File: config.mk
export PLATFORM = sky130hd
export DESIGN_NAME = ram_sp_ctrl
export DESIGN_NICKNAME = d
export VERILOG_FILES = /design/src/rtl/ram_sp_ctrl.sv
export SDC_FILE = /design/constraint.sdc
export NUM_CORES = 1
export LEC_CHECK = 0
export BUFFER_PORTS_ARGS = -buffer_cell sky130_fd_sc_hd__buf_2
export CAP_MARGIN = 40
export CORE_UTILIZATION = 45
export CTS_CLUSTER_DIAMETER = 120
export CTS_CLUSTER_SIZE = 16
export DETAILED_ROUTE_END_ITERATION = 6
export HOLD_SLACK_MARGIN = 0.05
export PLACE_DENSITY = 0.65
export SETUP_SLACK_MARGIN = 0.2
export SYNTH_ARGS = -nofsm -noshare
export SYNTH_HDL_FRONTEND = slang
export SYNTH_SLANG_ARGS = --single-unit
File: constraint.sdc
create_clock -name clk_i -period 14.9 [get_ports clk_i]
set_input_delay 2.235 -clock clk_i [delete_from_list [all_inputs] [get_ports clk_i]]
set_output_delay 2.235 -clock clk_i [all_outputs]
set_load 0.03 [all_outputs]
File: src/rtl/ram_sp_ctrl.sv
// -----------------------------------------------------------------------------
// ram_sp_ctrl
// Controller for a single-port synchronous RAM with a fixed read latency.
// Commands (reads and byte-masked writes) are passed straight to the RAM when
// accepted. Read data returning from the RAM is captured into an in-order,
// show-ahead response FIFO. An occupancy counter reserves a FIFO slot for
// every issued read, so the FIFO can never overflow and the command side
// stalls once all slots are reserved.
//
// Ports:
//   clk_i        clock
//   rst_i        asynchronous active-high reset
//   cmd_valid_i  command valid
//   cmd_ready_o  command accepted when high together with cmd_valid_i
//   cmd_we_i     byte write strobes, all-zero means read
//   cmd_addr_i   word address
//   cmd_data_i   write data
//   rsp_valid_o  read data valid (FIFO non-empty)
//   rsp_ready_i  consumer ready
//   rsp_data_o   read data (FIFO head)
//   ram_en_o     RAM enable
//   ram_wr_en_o  RAM byte write enables
//   ram_addr_o   RAM address
//   ram_data_o   RAM write data
//   ram_data_i   RAM read data
//
// Optional feature: define RAM_SP_CTRL_STATS_EN to add saturating statistics
// outputs rd_cnt_o, wr_cnt_o and stall_cnt_o (32 bits each).
// -----------------------------------------------------------------------------
module ram_sp_ctrl #(
   parameter int MEM_DEPTH  = 64,
   parameter int BYTE_WIDTH = 8,
   parameter int BYTE_NUM   = 4,
   parameter int RD_LATENCY = 6,
   parameter int ADDR_WIDTH = $clog2(MEM_DEPTH),
   parameter int MEM_WIDTH  = BYTE_WIDTH * BYTE_NUM
) (
   input  logic                  clk_i,
   input  logic                  rst_i,
   input  logic                  cmd_valid_i,
   output logic                  cmd_ready_o,
   input  logic [BYTE_NUM-1:0]   cmd_we_i,
   input  logic [ADDR_WIDTH-1:0] cmd_addr_i,
   input  logic [MEM_WIDTH-1:0]  cmd_data_i,
   output logic                  rsp_valid_o,
   input  logic                  rsp_ready_i,
   output logic [MEM_WIDTH-1:0]  rsp_data_o,
   output logic                  ram_en_o,
   output logic [BYTE_NUM-1:0]   ram_wr_en_o,
   output logic [ADDR_WIDTH-1:0] ram_addr_o,
   output logic [MEM_WIDTH-1:0]  ram_data_o,
   input  logic [MEM_WIDTH-1:0]  ram_data_i
`ifdef RAM_SP_CTRL_STATS_EN
  ,output logic [31:0]           rd_cnt_o,
   output logic [31:0]           wr_cnt_o,
   output logic [31:0]           stall_cnt_o
`endif
);

   localparam int FIFO_DEPTH = RD_LATENCY + 2;
   localparam int OCC_W      = $clog2(FIFO_DEPTH + 1);
   localparam int PTR_W      = $clog2(FIFO_DEPTH);

   localparam logic [OCC_W-1:0] OCC_MAX  = OCC_W'(FIFO_DEPTH);
   localparam logic [OCC_W-1:0] OCC_ONE  = OCC_W'(1);
   localparam logic [OCC_W-1:0] OCC_ZERO = OCC_W'(0);
   localparam logic [PTR_W-1:0] PTR_LAST = PTR_W'(FIFO_DEPTH - 1);
   localparam logic [PTR_W-1:0] PTR_ONE  = PTR_W'(1);
   localparam logic [PTR_W-1:0] PTR_ZERO = PTR_W'(0);

   // FIFO depth need not be a power of two, so pointers wrap explicitly.
   function automatic logic [PTR_W-1:0] next_ptr(input logic [PTR_W-1:0] p);
      if (p == PTR_LAST) begin
         return PTR_ZERO;
      end else begin
         return p + PTR_ONE;
      end
   endfunction

   logic                  cmd_hs_s;
   logic                  rd_hs_s;
   logic                  push_s;
   logic                  pop_s;
   logic [OCC_W-1:0]      occ_r;
   logic [OCC_W-1:0]      occ_next_s;
   logic                  ready_r;
   logic [RD_LATENCY-1:0] tag_r;
   logic [RD_LATENCY-1:0] tag_next_s;
   logic [MEM_WIDTH-1:0]  fifo_mem_r [FIFO_DEPTH];
   logic [PTR_W-1:0]      wr_ptr_r;
   logic [PTR_W-1:0]      rd_ptr_r;
   logic [OCC_W-1:0]      fifo_cnt_r;

   // rst_i gates the handshake so the RAM sees no enable while in reset.
   assign cmd_hs_s    = cmd_valid_i & ready_r & ~rst_i;
   assign rd_hs_s     = cmd_hs_s & (cmd_we_i == {BYTE_NUM{1'b0}});
   assign push_s      = tag_r[RD_LATENCY-1];
   assign pop_s       = (fifo_cnt_r != OCC_ZERO) & rsp_ready_i;

   assign cmd_ready_o = ready_r;
   assign ram_en_o    = cmd_hs_s;
   assign ram_wr_en_o = cmd_we_i & {BYTE_NUM{cmd_hs_s}};
   assign ram_addr_o  = cmd_addr_i;
   assign ram_data_o  = cmd_data_i;
   assign rsp_valid_o = (fifo_cnt_r != OCC_ZERO);
   assign rsp_data_o  = fifo_mem_r[rd_ptr_r];

   // Next occupancy: reads reserve a slot, response pops release one.
   always_comb begin
      occ_next_s = occ_r;
      if (rd_hs_s && !pop_s) begin
         occ_next_s = occ_r + OCC_ONE;
      end else if (!rd_hs_s && pop_s) begin
         occ_next_s = occ_r - OCC_ONE;
      end else begin
         occ_next_s = occ_r;
      end
   end

   // Next tag vector: shift toward the MSB, new read issue enters at bit 0.
   always_comb begin
      tag_next_s    = tag_r << 1;
      tag_next_s[0] = rd_hs_s;
   end

   // Occupancy, registered ready flag and read-issue tag pipeline.
   always_ff @(posedge clk_i or posedge rst_i) begin
      if (rst_i) begin
         occ_r   <= OCC_ZERO;
         ready_r <= 1'b1;
         tag_r   <= {RD_LATENCY{1'b0}};
      end else begin
         occ_r   <= occ_next_s;
         ready_r <= (occ_next_s < OCC_MAX);
         tag_r   <= tag_next_s;
      end
   end

   // Response FIFO pointers and fill count.
   always_ff @(posedge clk_i or posedge rst_i) begin
      if (rst_i) begin
         wr_ptr_r   <= PTR_ZERO;
         rd_ptr_r   <= PTR_ZERO;
         fifo_cnt_r <= OCC_ZERO;
      end else begin
         if (push_s) begin
            wr_ptr_r <= next_ptr(wr_ptr_r);
         end
         if (pop_s) begin
            rd_ptr_r <= next_ptr(rd_ptr_r);
         end
         if (push_s && !pop_s) begin
            fifo_cnt_r <= fifo_cnt_r + OCC_ONE;
         end else if (!push_s && pop_s) begin
            fifo_cnt_r <= fifo_cnt_r - OCC_ONE;
         end
      end
   end

   // Response FIFO storage; cleared so rsp_data_o reads zero out of reset.
   always_ff @(posedge clk_i or posedge rst_i) begin
      if (rst_i) begin
         for (int i = 0; i < FIFO_DEPTH; i++) begin
            fifo_mem_r[i] <= {MEM_WIDTH{1'b0}};
         end
      end else if (push_s) begin
         fifo_mem_r[wr_ptr_r] <= ram_data_i;
      end
   end

`ifdef RAM_SP_CTRL_STATS_EN
   logic        wr_hs_s;
   logic        stall_s;
   logic [31:0] rd_cnt_r;
   logic [31:0] wr_cnt_r;
   logic [31:0] stall_cnt_r;

   assign wr_hs_s     = cmd_hs_s & (cmd_we_i != {BYTE_NUM{1'b0}});
   assign stall_s     = cmd_valid_i & ~ready_r;
   assign rd_cnt_o    = rd_cnt_r;
   assign wr_cnt_o    = wr_cnt_r;
   assign stall_cnt_o = stall_cnt_r;

   // Saturating event counters for reads, writes and stalled cycles.
   always_ff @(posedge clk_i or posedge rst_i) begin
      if (rst_i) begin
         rd_cnt_r    <= 32'd0;
         wr_cnt_r    <= 32'd0;
         stall_cnt_r <= 32'd0;
      end else begin
         if (rd_hs_s && (rd_cnt_r != 32'hFFFF_FFFF)) begin
            rd_cnt_r <= rd_cnt_r + 32'd1;
         end
         if (wr_hs_s && (wr_cnt_r != 32'hFFFF_FFFF)) begin
            wr_cnt_r <= wr_cnt_r + 32'd1;
         end
         if (stall_s && (stall_cnt_r != 32'hFFFF_FFFF)) begin
            stall_cnt_r <= stall_cnt_r + 32'd1;
         end
      end
   end
`endif

endmodule
==> impl_metrics.toml, run 1 <==
[outcome]
status = "finished clean"

[cells_and_area]
fillers = 2376
num-nets-final = 924
final_area_um2 = 14000
drive_gt1_share_pct = 57.8
stdcell_count = 1215
syn2layout_area_growth_pct = 9.22
diodes = 0

[clocking]
clock_latency_ps = 520
clk_root_buffer_cell = "clkbuf_16"
h-tree-depth = 1
cts.path.max_buffers = 3
ctsResizeCount = 0
cts_setup_buffers = 0
cts_tree = "done"
cts_made_buffers = 21
path_clk_slew_ps = 70
ctsHoldBuffers = 0
cts.sinks = 277

[sta]
finalCritPeriodShare_pct = 36.4
drv_slew = 0
rsz0062_at_grt = "false"
finalClockSkew_ps = 23.8
finalSetupViolCount = 0
timing.setup.tns_ps = 0
final-hold-violation-count = 0
period_needed_ps = 5420
worst_pin_slew_ps = 710
fmax_ghz = 0.184
relSlewSlack_pct = 52.6

[placement]
place_inst = 1189
portBuffers = 78
dp_hpwl_mm = 15.2
dpl-instance-area_um2 = 13500
gp_congestion = 0.681

[global_route]
antenna_found_initial = 2
grt_max_degree = 122
grt_pass1_vias = 7197
track_usage_pct = 18.1
overflow = 0
grt_pass1_wl_mm = 40.6

[logic_synthesis]
synth_top_family_by_area = "multiplexers"
synthXorXnorAreaFrac_pct = 0.273
synth_top_area_share_pct = 53.8
synthAdderAreaFrac_pct = 1.23
synth_top_flop_cell = "dfrtp_1"
synth_cells = 798
synth-edff-count = 0
ys_ff_latch = 277
yosys.area.top_type = "dfrtp_1"
async_flop_share_pct = 100
netlist_area_um2 = 12800
syn_nets = 888
synth_compound_area_share_pct = 0.917
yosysSeqAreaShare_pct = 54.0
synthTopCellsByArea = "dfrtp_1 (54%), mux2_2 (25%), mux4_2 (11%), buf_4 (2.7%), buf_2 (1.2%)"
synthMuxAreaShare_pct = 37.1
avgSynthCellArea_um2 = 16.1
synthDistinctLibCells = 40
synthSimpleGateAreaFrac_pct = 2.01
yosys_warnings = 0

[routing]
ant_nets = 0
met2_length_mm = 12.0
routedLengthMet1_mm = 11.6
top_layer_used = "met5"
vias = 6747
drc_errors = 0
dr_wl_met3_um = 870
viasPerCell = 5.55
drt-initial-drc-count = 305
firstDrtPassIters = 4
post_drt_wl_per_cell_um = 20.5
drt-total-wl_mm = 24.9

[worst_setup_path]
criticalPathCategory = "flip-flop to output pin"
critPathTopFamily = "multiplexers"
critPathMaxStageDelay_ps = 860
cpMaxStageDelayCell = "dfrtp_4"
crit_path_start_kind = "flip-flop"
cp.depth = 4
crit_arrival_ps = 3190
cp_max_fo = 35
rr_worst_depth = 7
crit_chain = "buf_4, mux4_2, mux2_2, buf_2"
crit_required_ps = 12660
crit_path_end_kind = "output pin"
cp_num_buf_inv = 2

[floorplanning]
rows = 61
io_pins = 155
core_area_um2 = 27900
die_w_um = 171
start_util_pct = 45.9
die_area_um2 = 29200
dieHeight_um = 171

[power_and_ir_drop]
total_power_mw = 2.06
p_comb_share_pct = 30.6
leakagePower_nw = 6.34
pwr_density_cell_nw_per_um2 = 147
clkPwrFrac_pct = 24.7
ir_drop_mv = 0.0870
swShare_pct = 32.5
p_int_mw = 1.39
power_frac_seq_pct = 44.7
switching_power_mw = 0.669

[hold_path]
worstHoldPathType = "flip-flop to flip-flop"
min_path_cells = 0

[run]
cap_violations = 0
-- power by group through the flow --
| stage | Combinational (mW) | Sequential (mW) | Clock, mW |
|---|---|---|---|
| 2_1_floorplan | 0.575 | 0.865 | 0 |
| 3_3_place_gp | 0.613 | 0.947 | 0 |
| 3_5_place_dp | 0.640 | 0.937 | 0 |
| 4_1_cts | 0.642 | 0.922 | 0.529 |
| 5_1_grt | 0.681 | 0.935 | 0.552 |
| 6_report | 0.630 | 0.919 | 0.509 |
-- area by class of cell --
class | instances | area, um^2 | share of cell area (%)
Sequential cell | 277 | 6940 | 49.5
Tap cell | 378 | 473 | 3.38
Clock inverter | 3 | 25.0 | 0.179
Inverter | 5 | 26.3 | 0.188
Multi-Input combinational cell | 430 | 5350 | 38.2
Timing Repair Buffer | 99 | 659 | 4.71
Clock buffer | 23 | 533 | 3.80
-- synthesized netlist by cell type (3+ instances only) --
| cell type | instances |
|---|---|
| clkbuf_1 | 6 |
| nand2b_1 | 3 |
| nand3_1 | 3 |
| mux4_2 | 64 |
| buf_2 | 31 |
| dfrtp_1 | 276 |
| buf_4 | 46 |
| mux2_1 | 7 |
| o211ai_1 | 3 |
| ha_1 | 11 |
| and2_1 | 5 |
| mux2_2 | 286 |
| xnor2_1 | 3 |
| o21ai_0 | 6 |
| inv_1 | 5 |
| nand4b_1 | 3 |
| nand2_1 | 8 |
-- worst paths after layout --
path,end,from,slack [ps]
max,rsp_data_o[26],rd_ptr_r[0],9480
min,tag_r[3],tag_r[2],350
max reg2reg,fifo_cnt_r[3],fifo_cnt_r[0],12050
min reg2reg,tag_r[3],tag_r[2],350
max in group asynchronous,fifo_mem_r[37],rst_i,12010
min in group asynchronous,fifo_mem_r[91],rst_i,1600
-- kinds of logic after synthesis --
| kind of cell | Yosys count |
|---|---|
| compound gates | 15 |
| buf+inv | 91 |
| mux | 359 |
| flops | 277 |
| xor+xnor | 4 |
| simple gates | 40 |
| fa+ha+maj | 12 |
-- registers in the layout (all words and copies together), names as in the netlist --
name / cells
cmd_ready_o: 1
fifo_cnt_r: 4
fifo_mem_r: 256
occ_r: 4
rd_ptr_r: 3
tag_r: 6
wr_ptr_r: 3
-- stage by stage --
stage / utilization (%) / hold WS [ps] / worst slack, ps
2_1_floorplan: - / 331 / 3370
3_3_place_gp: 47.5 / 332 / 8950
3_5_place_dp: 48.2 / 335 / 9610
4_1_cts: 50.2 / 349 / 9400
5_1_grt: 50.2 / 351 / 9260
6_report: 50.2 / 347 / 9480
-- placed cells by master (no fill, tap or decap), types with 4 or more instances in the layout --
cell       count
and2_1         5
buf_16         4
buf_2         78
buf_4         13
clkbuf_16     21
dfrtp_1      273
ha_1          11
inv_1          4
mux2_1         7
mux2_2       286
mux4_2        64
nand2_1        8
o21ai_0        6
-- per-layer routing --
layer	vias up	GRT usage (%)
met5	-	0
met4	2	3.53
li1	2975	-
met2	104	30.3
met3	27	2.41
met1	3639	25.3
No activity file was read; power rests on OpenSTA's default activity.
==> run 2: changes to the inputs <==
--- a/config.mk
+++ b/config.mk
@@ -12,7 +12,7 @@
 export CTS_CLUSTER_SIZE = 16
 export DETAILED_ROUTE_END_ITERATION = 6
 export HOLD_SLACK_MARGIN = 0.05
-export PLACE_DENSITY = 0.65
+export PLACE_DENSITY = 0.68
 export SETUP_SLACK_MARGIN = 0.2
 export SYNTH_ARGS = -nofsm -noshare
 export SYNTH_HDL_FRONTEND = slang
==> constraint.sdc (replaced) <==
create_clock -name clk_i -period 4.85 [get_ports clk_i]
set_input_delay 0.7275 -clock clk_i [delete_from_list [all_inputs] [get_ports clk_i]]
set_output_delay 0.7275 -clock clk_i [all_outputs]
set_load 0.03 [all_outputs]
==> run 2 against run 1 <==
Net effect: clock skew shrank 9.6 ps; first-iteration DRC count down 0.33%; combinational power increased to 3.2 times the previous value; power grew to 3.1 times the previous value; cell count increased by 0.99%; clock power increased to 3.1 times the previous value; critical path type unchanged; largest cell class unchanged; highest routed layer is now met4.
==> impl_metrics.toml, run 2 (same netlist as run 1, synthesis figures left out) <==
[worst_setup_path]
crit_required_ps = 4120
cpMaxStageDelayCell = "dfrtp_4"
cp_max_fo = 28
critPathMaxStageDelay_ps = 810
crit_path_start_kind = "flip-flop"
criticalPathCategory = "flip-flop to output pin"
crit_path_end_kind = "output pin"
cp_num_buf_inv = 2
crit_chain = "buf_4, mux4_2, mux2_2, buf_2"
crit_arrival_ps = 2750
critPathTopFamily = "multiplexers"

[placement]
portBuffers = 78
gp_congestion = 0.695
dpl-instance-area_um2 = 13600
place_inst = 1194
dp_hpwl_mm = 15.3

[cells_and_area]
final_cell_mix = "mux2_2 (286), dfrtp_1 (273), buf_2 (78), mux4_2 (64), clkbuf_16 (21)"
reg_top3 = "fifo_mem_r (256), tag_r (6)"
drive_gt1_share_pct = 58.6
largest_reg_flops = 256
final_area_um2 = 14100
syn2layout_area_growth_pct = 10.3
num-nets-final = 929
layout_commonest_cell = "mux2_2"
stdcell_count = 1227
largest-register = "fifo_mem_r"

[floorplanning]
dieHeight_um = 171
core_area_um2 = 27900
io_pins = 155
die_area_um2 = 29200
rows = 61
start_util_pct = 45.9
die_w_um = 171

[sta]
final-hold-violation-count = 0
finalCritPeriodShare_pct = 71.6
finalClockSkew_ps = 14.2
relSlewSlack_pct = 44.8
fmax_ghz = 0.288
drv_slew = 0
timing.setup.tns_ps = 0
worst_pin_slew_ps = 828
finalSetupViolCount = 0
period_needed_ps = 3470
rsz0062_at_grt = "false"

[routing]
post_drt_wl_per_cell_um = 20.1
vias = 6736
firstDrtPassIters = 4
drt-total-wl_mm = 24.7
viasPerCell = 5.49
ant_nets = 0
drt-initial-drc-count = 304
drc_errors = 0

[clocking]
clk_root_buffer_cell = "clkbuf_16"
path_clk_slew_ps = 80
ctsHoldBuffers = 0
cts.sinks = 277
ctsResizeCount = 0
cts_made_buffers = 21
cts_setup_buffers = 0
clock_latency_ps = 520
h-tree-depth = 1
cts_tree = "done"
cts.path.max_buffers = 3

[global_route]
antenna_found_initial = 2
overflow = 0
grt_pass1_wl_mm = 40.4
grt_pass1_vias = 7175
grt_max_degree = 155
track_usage_pct = 17.9

[power_and_ir_drop]
leakagePower_nw = 6.39
pwr_density_cell_nw_per_um2 = 453
ir_drop_mv = 0.278
total_power_mw = 6.41

[outcome]
status = "finished clean"

[hold_path]
worstHoldPathType = "flip-flop to flip-flop"

[run]
cap_violations = 0
run 2: routing by layer:
| layer | GRT usage [%] | wire (um) | up-vias |
|---|---|---|---|
| met2 | 29.6 | 11700 | 97 |
| met1 | 25.2 | 11800 | 3609 |
| met4 | 3.42 | 388 | 0 |
| li1 | - | - | 3002 |
| met5 | 0 | 0 | - |
| met3 | 2.85 | 838 | 28 |
run 2: through the flow:
stage	util, %	setup WS [ps]	hold slack, ps
2_1_floorplan	-	-1900	331
3_3_place_gp	47.9	1850	333
3_5_place_dp	48.5	1860	336
4_1_cts	50.6	1300	334
5_1_grt	50.6	1210	337
6_report	50.6	1380	334
run 2: final timing paths:
kind / startpoint / slack [ps] / cells after the start / end
setup / recovery: rd_ptr_r[0] / 1380 / 4 / rsp_data_o[3]
hold / removal: tag_r[2] / 330 / 0 / tag_r[3]
setup reg to reg: fifo_cnt_r[0] / 2010 / 7 / fifo_cnt_r[3]
hold reg to reg: tag_r[2] / 330 / 0 / tag_r[3]
max in group asynchronous: rst_i / 3110 / 4 / fifo_mem_r[228]
min in group asynchronous: rst_i / 440 / 3 / occ_r[3]
run 2: power breakdown:
part / total [mW] / internal (mW) / switching (mW)
combinational: 2.01 / 1.02 / 0.996
sequential: 2.79 / 2.51 / 0.279
clock: 1.60 / 0.803 / 0.800
total: 6.41 / 4.33 / 2.08
run 2: area by class of cell:
class	count	area, um^2
Antenna cell	2	5.00
Clock buffer	29	556
Clock inverter	2	25.0
Fill cell	2402	13800
Inverter	5	22.5
Multi-Input combinational cell	430	5410
Sequential cell	277	6940
Tap cell	378	473
Timing Repair Buffer	104	712
